File: config.mk
export PLATFORM = sky130hd
export DESIGN_NAME = mat_mem_arbiter
export DESIGN_NICKNAME = d
export VERILOG_FILES = /design/src/rtl/mat_mem_arbiter_pkg.sv /design/src/rtl/mat_mem_arbiter_rr_pick3.sv /design/src/rtl/mat_mem_arbiter.sv
export SDC_FILE = /design/constraint.sdc
export NUM_CORES = 1
export LEC_CHECK = 0
export CORE_UTILIZATION = 36
export DETAILED_ROUTE_END_ITERATION = 12
export HOLD_SLACK_MARGIN = 0.08
export PLACE_DENSITY = 0.81
export SYNTH_ARGS = -nofsm -noshare
export SYNTH_HDL_FRONTEND = slang
export SYNTH_SLANG_ARGS = --single-unit
File: constraint.sdc
create_clock -name sys_clk_in -period 2.75 [get_ports sys_clk_in]
set_input_delay 0.55 -clock sys_clk_in [delete_from_list [all_inputs] [get_ports sys_clk_in]]
set_output_delay 0.55 -clock sys_clk_in [all_outputs]
set_load 0.02 [all_outputs]
File: src/rtl/mat_mem_arbiter_pkg.sv
// Shared calculator definitions used by the matrix-memory arbiter:
// requester indices, default RAM geometry and arbiter FSM encodings.
package mat_mem_arbiter_pkg;

   // Requester indices; bit position in req/gnt/m_en/m_rvalid
   localparam int REQ_INPUT = 0;
   localparam int REQ_ALU   = 1;
   localparam int REQ_DISP  = 2;

   // Default RAM geometry: 4 slots x up to 25 elements, padded to 128 words
   localparam int ADDR_W_DEF = 7;
   localparam int DATA_W_DEF = 16;

   // Arbiter FSM encodings
   localparam logic [1:0] ST_IDLE  = 2'd0;
   localparam logic [1:0] ST_OWNED = 2'd1;
   localparam logic [1:0] ST_DRAIN = 2'd2;

   // Next requester index, modulo 3
   function automatic logic [1:0] next_idx3(input logic [1:0] idx);
      return (idx == 2'(REQ_DISP)) ? 2'(REQ_INPUT) : idx + 2'd1;
   endfunction

   // One-hot vector for a requester index (index 3 maps to no requester)
   function automatic logic [2:0] onehot3(input logic [1:0] idx);
      logic [2:0] v;
      v = 3'b000;
      case (idx)
         2'd0:    v = 3'b001;
         2'd1:    v = 3'b010;
         2'd2:    v = 3'b100;
         default: v = 3'b000;
      endcase
      return v;
   endfunction

endpackage

File: src/rtl/mat_mem_arbiter_rr_pick3.sv
// Combinational 3-way round-robin picker: scans ptr, ptr+1, ptr+2 (mod 3)
// and returns the first eligible requester.
module mat_mem_arbiter_rr_pick3
   import mat_mem_arbiter_pkg::*;
(
   input  logic [2:0] elig,
   input  logic [1:0] ptr,
   output logic [1:0] win,
   output logic       found
);

   logic [3:0] elig4;
   logic [1:0] idx;

   assign elig4 = {1'b0, elig};

   // Walk the three positions starting at the pointer, first hit wins
   always_comb begin
      win   = 2'd0;
      found = 1'b0;
      idx   = (ptr > 2'd2) ? 2'd0 : ptr;
      for (int k = 0; k < 3; k++) begin
         if (!found && elig4[idx]) begin
            win   = idx;
            found = 1'b1;
         end
         idx = next_idx3(idx);
      end
   end

endmodule

File: src/rtl/mat_mem_arbiter.sv
// Single-port matrix RAM arbiter for the input parser, ALU and display engine.
//
// Ownership handshake: a master raises req[i] and holds it for its whole
// burst. gnt[i] (registered, one-hot) tells it that it owns the RAM; in any
// cycle with gnt[i] & m_en[i] its access hits the RAM in that same cycle.
// The burst ends when the master drops req[i]: an access in the cycle req
// falls is still honoured, gnt falls on the next edge, one DRAIN cycle
// follows, and arbitration resumes. Reads return one cycle later on
// m_rvalid[i]/m_rdata, even if ownership has been lost by then.
module mat_mem_arbiter
   import mat_mem_arbiter_pkg::*;
#(
   parameter int ADDR_W  = ADDR_W_DEF,
   parameter int DATA_W  = DATA_W_DEF,
   parameter int TIMEOUT = 4096
)(
   input  logic                  sys_clk_in,
   input  logic                  sys_rst_n,
   input  logic [2:0]            req,
   output logic [2:0]            gnt,
   input  logic [2:0]            m_en,
   input  logic [2:0]            m_we,
   input  logic [3*ADDR_W-1:0]   m_addr,
   input  logic [3*DATA_W-1:0]   m_wdata,
   output logic [2:0]            m_rvalid,
   output logic [DATA_W-1:0]     m_rdata,
   output logic                  ram_en,
   output logic                  ram_we,
   output logic [ADDR_W-1:0]     ram_addr,
   output logic [DATA_W-1:0]     ram_wdata,
   input  logic [DATA_W-1:0]     ram_rdata,
   output logic [1:0]            owner,
   output logic                  busy,
   output logic                  err_timeout,
   output logic [1:0]            state_dbg
);

   // Hold counter only needs to reach TIMEOUT-1
   localparam int CNT_W = (TIMEOUT > 2) ? $clog2(TIMEOUT) : 1;
   localparam logic [CNT_W-1:0] CNT_LAST = (TIMEOUT == 0) ? '0 : CNT_W'(TIMEOUT - 1);

   logic [1:0]       state;
   logic [1:0]       rr_ptr;
   logic [2:0]       blocked;
   logic [CNT_W-1:0] hold_cnt;
   logic             rd_pend;
   logic [1:0]       rd_tag;
   logic [2:0]       elig;
   logic [1:0]       pick_win;
   logic             pick_found;
   logic [3:0]       req4;
   logic             owner_req;

   // A master that was timed out stays out until it lets go of req
   assign elig      = req & ~blocked;
   assign req4      = {1'b0, req};
   assign owner_req = req4[owner];
   assign busy      = (state != ST_IDLE);
   assign state_dbg = state;
   assign m_rdata   = ram_rdata;

   mat_mem_arbiter_rr_pick3 u_pick (
      .elig  (elig),
      .ptr   (rr_ptr),
      .win   (pick_win),
      .found (pick_found)
   );

   // Ownership FSM, round-robin pointer, watchdog and read-tag pipeline
   always_ff @(posedge sys_clk_in or negedge sys_rst_n) begin
      if (!sys_rst_n) begin
         state       <= ST_IDLE;
         gnt         <= 3'b000;
         owner       <= 2'd0;
         rr_ptr      <= 2'd0;
         blocked     <= 3'b000;
         hold_cnt    <= '0;
         err_timeout <= 1'b0;
         rd_pend     <= 1'b0;
         rd_tag      <= 2'd0;
      end else begin
         err_timeout <= 1'b0;
         blocked     <= blocked & req;
         rd_pend     <= ram_en & ~ram_we;
         rd_tag      <= owner;
         case (state)
            ST_IDLE: begin
               if (pick_found) begin
                  owner    <= pick_win;
                  gnt      <= onehot3(pick_win);
                  hold_cnt <= '0;
                  state    <= ST_OWNED;
               end
            end
            ST_OWNED: begin
               if (!owner_req) begin
                  gnt    <= 3'b000;
                  rr_ptr <= next_idx3(owner);
                  state  <= ST_DRAIN;
               end else if ((TIMEOUT != 0) && (hold_cnt == CNT_LAST)) begin
                  gnt         <= 3'b000;
                  rr_ptr      <= next_idx3(owner);
                  state       <= ST_DRAIN;
                  err_timeout <= 1'b1;
                  blocked     <= (blocked & req) | onehot3(owner);
               end else if (hold_cnt != '1) begin
                  hold_cnt <= hold_cnt + 1'b1;
               end
            end
            ST_DRAIN: begin
               state <= ST_IDLE;
            end
            default: begin
               gnt   <= 3'b000;
               state <= ST_IDLE;
            end
         endcase
      end
   end

   // Route the owner's access onto the RAM port; everything else is silenced
   always_comb begin
      ram_en    = 1'b0;
      ram_we    = 1'b0;
      ram_addr  = '0;
      ram_wdata = '0;
      for (int i = 0; i < 3; i++) begin
         if ((state == ST_OWNED) && (owner == 2'(i)) && m_en[i]) begin
            ram_en    = 1'b1;
            ram_we    = m_we[i];
            ram_addr  = m_addr[i*ADDR_W +: ADDR_W];
            ram_wdata = m_wdata[i*DATA_W +: DATA_W];
         end
      end
   end

   // Steer the read-valid strobe to the master that issued last cycle's read
   always_comb begin
      m_rvalid = 3'b000;
      if (rd_pend) m_rvalid = onehot3(rd_tag);
   end

endmodule

==> results of run 1 <==
[worst paths after layout]
kind	to	cells after the start
worst max-delay path	ram_wdata[1]	6
worst min-delay path	rd_tag[1]	0
worst max register to register	gnt[2]	8
worst min register to register	rd_tag[1]	0
max in group asynchronous	hold_cnt[7]	2
min in group asynchronous	hold_cnt[1]	2
[per-stage QoR]
step | hold WS, ns | cells
6_report | 0.4936 | 428
5_1_grt | 0.5244 | 428
4_1_cts | 0.4935 | 428
3_5_place_dp | 0.4726 | 424
3_3_place_gp | 0.4526 | 424
2_1_floorplan | 0.2544 | 250
[cell families after synthesis]
family / count (synthesis)
muxes: 4
AOI/OAI and AO/OA: 68
buffers and inverters: 65
DFF: 28
adders and majority gates: 4
xor gates and xnor gates: 7
and+or+nand+nor: 74
[metal layers]
layer | vias to the layer above | routed length, um | track usage (%) | part of all wire [%]
met5 | - | 0 | 0 | 0
met1 | 1093 | 2856 | 26.24 | 42
met4 | 0 | 149 | 7.273 | 2.2
met2 | 86 | 3439 | 35.17 | 50
met3 | 20 | 393 | 4.114 | 5.7
li1 | 1111 | - | - | -
[placed cells by master (no fill, tap or decap), types with 6 or more instances in the layout]
cell | synthesis | layout
a21oi_1 | 12 | 12
a222oi_1 | 24 | 24
buf_4 | 17 | 11
clkbuf_2 | 0 | 6
clkdlybuf4s50_1 | 0 | 91
dfrtp_1 | 28 | 28
dlygate4sd2_1 | 0 | 16
inv_1 | 37 | 37
nand2_1 | 8 | 8
nand3_1 | 12 | 12
nor2_1 | 23 | 23
o21ai_0 | 9 | 9
xnor2_1 | 7 | 7
[flip-flops by register name, summed over array words and instances, names as in the netlist]
signal and flops:
hold_cnt 12, gnt 3, blocked 3, rd_pend 1
rd_tag 2, err_timeout 1, rr_ptr 2, owner 2
state_dbg 2
[final cells by class]
| type | instances | area (sq um) |
|---|---|---|
| Timing Repair Buffer | 130 | 1256 |
| Clock inverter | 1 | 30.03 |
| Multi-Input combinational cell | 157 | 1134 |
| Tap cell | 72 | 90.09 |
| Inverter | 37 | 138.9 |
| Sequential cell | 28 | 700.7 |
| Fill cell | 503 | 2251 |
| Clock buffer | 3 | 41.29 |
[what timing repair did]
| action | 4_1_cts | 5_1_grt |
|---|---|---|
| pin swaps | 2 | 11 |
| resized for setup | 26 | 13 |
| setup endpoints to repair | 24 | 13 |
[power groups by stage]
stage / logic (mW) / clock network, mW / registers [mW]
global route: 1.69 / 0.342 / 0.580
finish: 1.57 / 0.325 / 0.570
CTS: 1.58 / 0.329 / 0.569
floorplan: 0.903 / 0 / 0.634
detailed placement: 1.63 / 0 / 0.576
global placement: 1.61 / 0 / 0.568
[worst max-delay path: cells and delay by family]
| kind | cells | cell delay (ns) |
|---|---|---|
| buf+inv | 4 | 1.01 |
| compound gates | 1 | 0.38 |
| simple gates | 1 | 0.22 |
==> impl_metrics.py, run 1 <==
metrics = {
    "timing": {
        "tightest_slew_ns": 0.4975,
        "period_share_pct": 98.28,
        "rsz0062_at_grt": "no",
        "skew_ns": 0.003262,
        "slew_headroom_pct": 66.55,
        "tns_ns": 0,
        "hold_viol_final": 0,
        "fin_crit_ns": 2.703,
        "fmax_mhz": 370.0,
        "worst_slack_ns": 0.04720,
        "finalSetupViolCount": 0,
        "drv_slew": 0,
    },
    "synth": {
        "synth-async-reset-ratio_pct": 100.0,
        "synth_edf_count": 0,
        "synth_top_family_by_area": "compound AO/OA/AOI/OAI gates",
        "synth_cell_types": 49,
        "ys_ff_latch": 28,
        "synth_most_common_cell": "inv_1",
        "synth_top_area_share_pct": 32.48,
        "yosysSeqAreaShare_pct": 32.48,
        "synth_area_sq_um": 2157,
        "synth_common_cells": "inv_1 (37), dfrtp_1 (28), a222oi_1 (24)",
        "synthMuxAreaShare_pct": 1.856,
        "synth_cells": 250,
        "syn_area_per_cell_sq_um": 8.628,
        "postSynthNetCount": 350,
        "synth_xor_area_share_pct": 2.842,
        "synthAdderAreaFrac_pct": 2.320,
        "yosysTopAreaCell": "dfrtp_1",
        "synthSimpleGateAreaFrac_pct": 20.19,
        "synth_compound_area_share_pct": 25.35,
        "ys_top_cells_by_area": "dfrtp_1 (32%), a222oi_1 (11%), inv_1 (6.4%), buf_4 (5.9%), nor2_1 (4.0%)",
        "synth_ff_type": "dfrtp_1",
        "yosysWarnings": 0,
    },
    "global_route": {
        "grt_usage_pct": 20.80,
        "grt_pass1_vias": 2212,
        "grt_pass1_wl_mm": 10.32,
        "antenna_found_initial": 0,
        "gr-total-overflow": 0,
        "grt_max_degree": 29,
    },
    "power_and_ir_drop": {
        "p_switching_mw": 1.083,
        "sw_frac_of_total_pct": 44.00,
        "powerDensity_nw_per_um2": 725.7,
        "combinationalPowerShare_pct": 63.6,
        "power.share.clock_pct": 13.2,
        "p_seq_share_pct": 23.2,
        "p_int_mw": 1.378,
        "finalPower_mw": 2.461,
        "vdd_drop_max_v": 0.0003718,
        "leakage_nw": 1.659,
    },
    "floorplan": {
        "fp.dieH_um": 79.41,
        "core.rowCount": 27,
        "fp.dieW_um": 79.41,
        "io_pins": 149,
        "die-area_sq_um": 6305,
        "initial_utilization_pct": 38.23,
        "core_sq_um": 5642,
    },
    "cts": {
        "clock-root-buffer": "clkbuf_8",
        "cts_tree": "done",
        "clk_path_buf_depth": 2,
        "htreeDepth": 1,
        "path_clk_slew_ns": 0.10,
        "cts.sinks": 28,
        "hold_buffers": 0,
        "numCtsBuffers": 3,
        "clock_latency_ns": 0.28,
        "post-cts-setup-buffers": 0,
    },
    "cells_and_area": {
        "finish.utilization_pct": 60.10,
        "fin_nets": 457,
        "insertedDiodeCount": 0,
        "drive_above_1_share_pct": 10.67,
        "fin_area_sq_um": 3391,
        "synthToLayoutAreaGrowth_pct": 57.19,
    },
    "routing": {
        "via_count": 2310,
        "drtPass1Iterations": 5,
        "first_iter_violations": 150,
        "wl_per_cell_um": 15.98,
        "drc": 0,
        "viasPerCell": 5.397,
        "wl_mm": 6.838,
        "ant_nets": 0,
    },
    "worst_setup_path": {
        "r2r-start": "rr_ptr[0]",
        "endpoint_kind": "output pin",
        "critPathSlowestCell": "clkdlybuf4s50_1",
        "slowest_delay_ns": 0.45,
        "required_ns": 2.20,
        "path_cells": "clkdlybuf4s50_1 > and3_1 > buf_12 > a222oi_1 > inv_1 > dlygate4sd2_1",
        "cp-startpoint": "m_en[0]",
        "worstSetupPathType": "in2out",
        "cp.arrival_ns": 2.15,
        "reg2reg_slack_ns": 0.34,
        "startpoint_type": "input pin",
        "worstPathMaxFanout": 19,
    },
    "placement": {
        "place_congestion": 0.7847,
        "dp.final_hpwl_mm": 5.460,
        "io_buffers": 116,
        "place_area_sq_um": 3367,
        "dpl_worst_slack_ns": -0.2466,
    },
    "worst_hold_path": {
        "hp-start": "owner[1]",
        "min_path_type": "reg2reg",
    },
    "run_status": {
        "outcome": "completed",
    },
    "run": {
        "max-cap-violations": 0,
    },
}
Note: power is estimated with default switching activity, not from simulation.
==> run 2: changes to the inputs <==
Clock period 2.75 ns to 3 ns, I/O delays scaled along.
==> impl_metrics.py, run 2 (synthesis gave the netlist of run 1 again) <==
metrics = {
    "timing": {
        "fin_crit_ns": 2.946,
        "skew_ns": 0.009792,
        "tightest_slew_ns": 0.5604,
        "fmax_mhz": 339.5,
        "period_share_pct": 98.19,
        "hold_viol_final": 0,
        "rsz0062_at_grt": "no",
        "finalHoldWorstSlack_ns": 0.4763,
        "drv_slew": 0,
        "finalSetupViolCount": 0,
        "slew_headroom_pct": 62.53,
    },
    "worst_hold_path": {
        "hold_path_depth": 0,
        "min_path_type": "reg2reg",
    },
    "global_route": {
        "grt_pass1_wl_mm": 10.44,
        "grt_max_degree": 29,
        "grt_usage_pct": 21.05,
        "grt_pass1_vias": 2178,
        "met3_usage_pct": 4.571,
        "gr-total-overflow": 0,
        "grt_use_met1_pct": 26.33,
        "grt-busiest-layer": "met2",
        "use_met2_pct": 35.95,
        "antenna_found_initial": 0,
    },
    "cells_and_area": {
        "layout_common_cells": "clkdlybuf4s50_1 (94), inv_1 (37), dfrtp_1 (27), a222oi_1 (24), nor2_1 (23)",
        "largest_reg_flops": 12,
        "fin_area_sq_um": 3430,
        "seq_area_sq_um": 701.9,
        "insertedDiodeCount": 0,
        "nFillCells": 490,
        "drive_above_1_share_pct": 9.065,
        "fin_nets": 454,
        "regMostFlops": "hold_cnt",
        "final_cells": 425,
        "synthToLayoutAreaGrowth_pct": 58.99,
        "layout_commonest_cell": "clkdlybuf4s50_1",
        "multiInputGateArea_sq_um": 1135,
        "reg_top3": "hold_cnt (12), blocked (3), gnt (3)",
    },
    "cts": {
        "htreeDepth": 1,
        "cts_tree": "done",
        "numCtsBuffers": 3,
        "cts.sinks": 28,
        "post-cts-setup-buffers": 0,
        "path_clk_slew_ns": 0.10,
        "clock_latency_ns": 0.28,
        "clock-root-buffer": "clkbuf_8",
        "clk_path_buf_depth": 2,
        "hold_buffers": 0,
    },
    "worst_setup_path": {
        "reg2regPathDepth": 8,
        "startpoint_type": "input pin",
        "endpoint_kind": "output pin",
        "cp.arrival_ns": 2.35,
        "worstPathMaxFanout": 19,
        "worstSetupPathType": "in2out",
        "required_ns": 2.40,
    },
    "power_and_ir_drop": {
        "finalPower_mw": 2.202,
        "combinationalPowerShare_pct": 65.3,
        "p_switching_mw": 0.9834,
        "p_int_mw": 1.219,
        "vdd_drop_max_v": 0.0002850,
        "sw_frac_of_total_pct": 44.66,
        "leakage_nw": 1.877,
        "powerDensity_nw_per_um2": 642.1,
        "power.share.clock_pct": 10.6,
        "p_seq_share_pct": 24.1,
    },
    "floorplan": {
        "fp.dieH_um": 79.41,
        "die-area_sq_um": 6305,
        "core.rowCount": 27,
        "initial_utilization_pct": 38.23,
        "io_pins": 149,
        "fp.dieW_um": 79.41,
        "core_sq_um": 5642,
    },
    "placement": {
        "place_congestion": 0.8093,
        "io_buffers": 116,
        "place_area_sq_um": 3332,
        "dp_cells": 421,
        "dp.final_hpwl_mm": 5.432,
    },
    "routing": {
        "via_count": 2285,
        "viasPerCell": 5.376,
        "ant_nets": 0,
        "wl_per_cell_um": 16.35,
        "drtPass1Iterations": 6,
        "wl_mm": 6.949,
        "first_iter_violations": 172,
        "drc": 0,
    },
    "run_status": {
        "outcome": "completed",
    },
    "run": {
        "max-cap-violations": 0,
    },
}
[run 2: final timing paths]
| kind | from | to | slack [ns] |
|---|---|---|---|
| setup / recovery | m_en[0] | ram_wdata[14] | 0.05 |
| hold / removal | owner[1] | rd_tag[1] | 0.48 |
| setup reg to reg | rr_ptr[0] | gnt[2] | 0.60 |
| hold reg to reg | owner[1] | rd_tag[1] | 0.48 |
| max in group asynchronous | sys_rst_n | owner[0] | 2.01 |
| min in group asynchronous | sys_rst_n | state_dbg[1] | 0.70 |
[run 2: critical path: stages]
cell and delay (ns):
clkdlybuf4s50_1 0.42, and3_1 0.20, buf_12 0.16, a222oi_1 0.32, inv_1 0.08, clkdlybuf4s50_1 0.55
[run 2: power groups by stage]
stage | registers (mW) | logic, mW | clock network (mW)
final | 0.531 | 1.44 | 0.234
after global placement | 0.535 | 1.43 | 0
after CTS | 0.528 | 1.45 | 0.241
after floorplan | 0.581 | 0.828 | 0
after global routing | 0.542 | 1.55 | 0.251
after detailed placement | 0.536 | 1.45 | 0
[run 2: timing repair]
action	4_1_cts	5_1_grt
setup endpoints to repair	3	22
resized for setup	3	23
pin swaps	1	1
hold endpoints to repair	0	0
[run 2: final cells by class]
| cell class | count | area share [%] |
|---|---|---|
| multi-input cells | 157 | 33.09 |
| clock buffers | 4 | 1.605 |
| repair buffers | 127 | 38.16 |
| inverters | 37 | 4.050 |
| flip-flops and latches | 28 | 20.47 |
| well taps | 72 | 2.627 |
[run 2: routing by layer]
layer  vias up  part of all wire [%]
met4         0                   2.0
met1      1073                    41
met2        92                    51
met5         -                     0
li1       1104                     -
met3        16                   6.3
[run 2: through the flow]
stage | util, % | TNS (ns) | setup slack [ns]
floorplan | - | 0 | 0.7198
global placement | 59.06 | -0.1397 | -0.07064
detailed placement | 59.06 | -0.1535 | -0.1177
CTS | 59.97 | 0 | 0.008454
global route | 60.79 | 0 | 0.001134
finish | 60.79 | 0 | 0.05419
==> run 3: changes to the inputs <==
Settings changed: ABC_AREA set to 0, GPL_ROUTABILITY_DRIVEN set to 0.
==> results of run 3 <==
The final DEF is identical to that of run 2; final timing and power are the same.
